==> src/rtl/demux2_router.sv <==
// 1-to-2 stream demultiplexer with per-output FIFOs.
// Steers each input word to A, B, or both (multicast).
module demux2_fifo #(
  parameter int WIDTH = 16,
  parameter int DEPTH = 2,
  parameter int CW    = $clog2(DEPTH + 1)
) (
  input  logic             clk,
  input  logic             reset,
  input  logic             push,
  input  logic [WIDTH-1:0] push_data,
  input  logic             ready,
  output logic [WIDTH-1:0] data,
  output logic             valid,
  output logic [CW-1:0]    count
);
  localparam int AW = $clog2(DEPTH);

  logic [WIDTH-1:0] mem [DEPTH];
  logic [AW-1:0]    rd_ptr;
  logic [AW-1:0]    wr_ptr;
  logic             pop;

  assign valid = (count != '0);
  assign pop   = valid && ready;
  assign data  = mem[rd_ptr];

  always_ff @(posedge clk or posedge reset) begin
    if (reset) begin
      rd_ptr <= '0;
      wr_ptr <= '0;
      count  <= '0;
      for (int i = 0; i < DEPTH; i++) begin
        mem[i] <= '0;
      end
    end else begin
      if (push) begin
        mem[wr_ptr] <= push_data;
        wr_ptr      <= wr_ptr + AW'(1);
      end
      if (pop) begin
        rd_ptr <= rd_ptr + AW'(1);
      end
      if (push && !pop) begin
        count <= count + CW'(1);
      end else if (pop && !push) begin
        count <= count - CW'(1);
      end
    end
  end
endmodule

module demux2_router #(
  parameter int WIDTH = 16,
  parameter int DEPTH = 2,
  localparam int CW   = $clog2(DEPTH + 1)
) (
  input  logic             clk,
  input  logic             reset,
  input  logic [WIDTH-1:0] in_data,
  input  logic             in_sel,
  input  logic             in_bcast,
  input  logic             in_valid,
  output logic             in_ready,
  output logic [WIDTH-1:0] a_data,
  output logic             a_valid,
  input  logic             a_ready,
  output logic [WIDTH-1:0] b_data,
  output logic             b_valid,
  input  logic             b_ready,
  output logic [CW-1:0]    a_count,
  output logic [CW-1:0]    b_count
);
  logic a_space;
  logic b_space;
  logic accept;
  logic push_a;
  logic push_b;

  // Space comes from registered counts only: no ready-to-ready path.
  assign a_space = (a_count < CW'(DEPTH));
  assign b_space = (b_count < CW'(DEPTH));

  always_comb begin
    in_ready = b_space;
    if (in_bcast) begin
      in_ready = a_space && b_space;
    end else if (in_sel) begin
      in_ready = a_space;
    end
  end

  assign accept = in_valid && in_ready;
  assign push_a = accept && (in_bcast || in_sel);
  assign push_b = accept && (in_bcast || !in_sel);

  demux2_fifo #(
    .WIDTH(WIDTH),
    .DEPTH(DEPTH),
    .CW   (CW)
  ) u_fifo_a (
    .clk      (clk),
    .reset    (reset),
    .push     (push_a),
    .push_data(in_data),
    .ready    (a_ready),
    .data     (a_data),
    .valid    (a_valid),
    .count    (a_count)
  );

  demux2_fifo #(
    .WIDTH(WIDTH),
    .DEPTH(DEPTH),
    .CW   (CW)
  ) u_fifo_b (
    .clk      (clk),
    .reset    (reset),
    .push     (push_b),
    .push_data(in_data),
    .ready    (b_ready),
    .data     (b_data),
    .valid    (b_valid),
    .count    (b_count)
  );
endmodule
==> config.mk <==
export PLATFORM = sky130hd
export DESIGN_NAME = demux2_router
export DESIGN_NICKNAME = d
export VERILOG_FILES = /design/src/rtl/demux2_router.sv
export SDC_FILE = /design/constraint.sdc
export NUM_CORES = 1
export LEC_CHECK = 0
export CAP_MARGIN = 40
export CORE_MARGIN = 2
export CORE_UTILIZATION = 52
export CTS_BUF_LIST = sky130_fd_sc_hd__clkbuf_16
export CTS_CLUSTER_DIAMETER = 40
export DETAILED_ROUTE_END_ITERATION = 10
export PLACE_DENSITY = 0.8
export RECOVER_POWER = 50
export SYNTH_ARGS = -nofsm -noshare
export SYNTH_HDL_FRONTEND = slang
export SYNTH_SLANG_ARGS = --single-unit
==> constraint.sdc <==
create_clock -name clk -period 2.7 [get_ports clk]
set_input_delay 0.405 -clock clk [delete_from_list [all_inputs] [get_ports clk]]
set_output_delay 0.405 -clock clk [all_outputs]
set_load 0.01 [all_outputs]
==> reports/qor.csv <==
metric;value;unit
mostFrequentLayoutCell;mux2_2;
rrSetupSlack;850;ps
syn_inst;212;
drc;0;
grtUsageMet3;0.04154;
hpwl;4167;microns
cts_tree;built;
grt_setup_unrepaired;no;
r2r_cells;4;
io_pins;62;
yosysWarnings;0;
violations;capacitance limit, slew limit;
ir_drop;0.0008799;V
final_cells;362;
clock_latency;320;ps
synth_top_cell_by_area;dfrtp_1;
cp-start-kind;primary input;
reg2reg_to;u_fifo_a.mem[22];
post_cts_buffers;0;
antenna_cells;0;
cts_made_buffers;9;
endpoint;in_ready;
tightestPinTransition;1703;ps
synth_cell_type_count;27;
cts-root-buf;clkbuf_16;
worstPathArrival;2050;ps
syn_area;3324;sq um
synth_nets;237;
yosysSeqAreaShare;0.5420;
ctsResizeCount;0;
routabilityCongestion;0.7020;
maxCapViolations;1;
path_class;in2out;
clockBufferDepth;2;
end_kind;output pin;
fin_crit_sh;0.9092;
grt_first_pass_wirelength;10660;microns
worst_path_largest_cell_delay;620;ps
row_count;29;
drive_gt1_frac;0.4000;
overflow;0;
die_area;7048;sq um
status;finished, violations left;
hold_viol;0;
leakagePower;1.822;nW
critical_path.startpoint;in_bcast;
syn_area_per_cell;15.68;sq um
p_per_area;1318;nW/um^2
worstPathRequired;2300;ps
crit_chain;dlygate4sd3_1 -> nand2b_1 -> o22ai_1 -> clkdlybuf4s50_1;
num_vias;1922;
placed_cells;348;
critical-path-slowest-cell;dlygate4sd3_1;
synth_top_area_frac;0.5420;
grt_pass1_vias;2098;
path_clk_slew;50;ps
fp.dieH;83.96;microns
synthToLayoutAreaGrowth;26.68;%
antenna_found_initial;0;
utilization;0.6709;
ys_top_cells_by_area;dfrtp_1 (54%), mux2_2 (26%), mux2_4 (9.0%);
fp.dieW;83.96;microns
grt.busiest_layer;met2;
design.core.area;6277;sq um
drt_pass1_iterations;4;
fin_crit;2455;ps
grtUsageMet2;0.3025;
drt-initial-drc-count;69;
mostFrequentLayoutCells;mux2_2 (76), dfrtp_1 (72), clkdlybuf4s50_1 (57), mux2_4 (13), clkbuf_16 (9);
fmax;0.4073;GHz
via_per_inst;5.309;
critPathMaxFanout;4;
grtUsageTotal;0.1965;
slew_headroom;-0.1355;
avgRoutedWirePerCell;17.18;microns
tns;0;ps
ys_ff_latch;72;
setup_viol;0;
clock_skew;7.117;ps
wl;6218;microns
cts_max_level;3;
r2r_start;u_fifo_b.count[1];
initial_core_util;0.5296;
nets;307;
cts_hold_buf;0;
cts.sinks;72;
grt_max_degree;73;
met1_usage;0.2751;
drv_slew;73;
ant_nets;0;
numPortBuffers;61;
hp-class;reg2reg;
[cell usage after synthesis, drive strengths merged]
cell type / count
clkbuf: 2
a21oi: 1
buf: 9
dfrtp: 72
xor2: 6
nand2: 3
a211o: 1
mux2i: 1
or2: 2
nor2: 3
ha: 2
nand2b: 3
a211oi: 1
inv: 1
nand3: 1
mux2: 96
o22ai: 1
and3b: 1
xnor2: 4
and4b: 1
o21a: 1
[how the worst min path moves through the flow]
stage	start	to	cells past startpoint
final	u_fifo_a.wr_ptr	u_fifo_a.wr_ptr	1
after global routing	u_fifo_a.mem[24]	u_fifo_a.mem[24]	1
after CTS	reset	u_fifo_b.wr_ptr	3
after detailed placement	u_fifo_b.mem[3]	u_fifo_b.mem[3]	1
after global placement	u_fifo_b.wr_ptr	u_fifo_b.wr_ptr	1
after floorplan	u_fifo_b.wr_ptr	u_fifo_b.wr_ptr	1
[layout make-up]
type	count	area, sq um
inverter	1	3.754
clock inverter	5	26.28
tap	77	96.34
fill	469	2066
clock buffer	9	225.2
multi-input combinational	128	1390
sequential	72	1802
timing repair buffer	70	668.1
[sequential cells by signal, indices dropped and copies added, names as in the netlist]
signal / cells
u_fifo_a.mem: 32
u_fifo_b.rd_ptr: 1
u_fifo_a.wr_ptr: 1
u_fifo_b.count: 2
u_fifo_a.rd_ptr: 1
u_fifo_b.wr_ptr: 1
u_fifo_b.mem: 32
u_fifo_a.count: 2
[where the power goes]
part	switching, mW	internal [mW]	total [mW]
logic	0.911	1.66	2.58
clock network	0.407	0.602	1.01
registers	0.334	1.63	1.97
[metal layers]
layer / part of all wire / vias up
met2: 0.49 / 38
met4: 0.0077 / 0
li1: - / 887
met3: 0.032 / 6
met1: 0.47 / 991
met5: 0 / -
[cell families after synthesis]
| logic type | count (synthesis) | share of synthesized area |
|---|---|---|
| adder cells (fa/ha/maj) | 2 | 0.007526 |
| flip-flops | 72 | 0.5420 |
| AND/OR/NAND/NOR | 14 | 0.02973 |
| XOR/XNOR | 10 | 0.02634 |
| multiplexers | 97 | 0.3508 |
| AO/OA/AOI/OAI | 5 | 0.01430 |
| buffers and inverters | 12 | 0.02936 |
[worst max-delay path: cells and delay by family]
family | cells | cell delay [ps]
buffers and inverters | 2 | 1180
and+or+nand+nor | 1 | 280
AOI/OAI and AO/OA | 1 | 190
[metrics by stage]
step / setup slack (ps) / hold WS, ps / cell area, sq um / power, mW
floorplan: 470.1 / 456.8 / 3324 / 3.511
global placement: 408.2 / 476.4 / 4018 / 4.571
detailed placement: 354.3 / 488.1 / 4018 / 4.629
CTS: 319.4 / 493.0 / 4269 / 5.679
global route: 168.5 / 505.8 / 4212 / 5.888
finish: 245.0 / 496.9 / 4212 / 5.553
No activity file was read; power rests on OpenSTA's default activity.
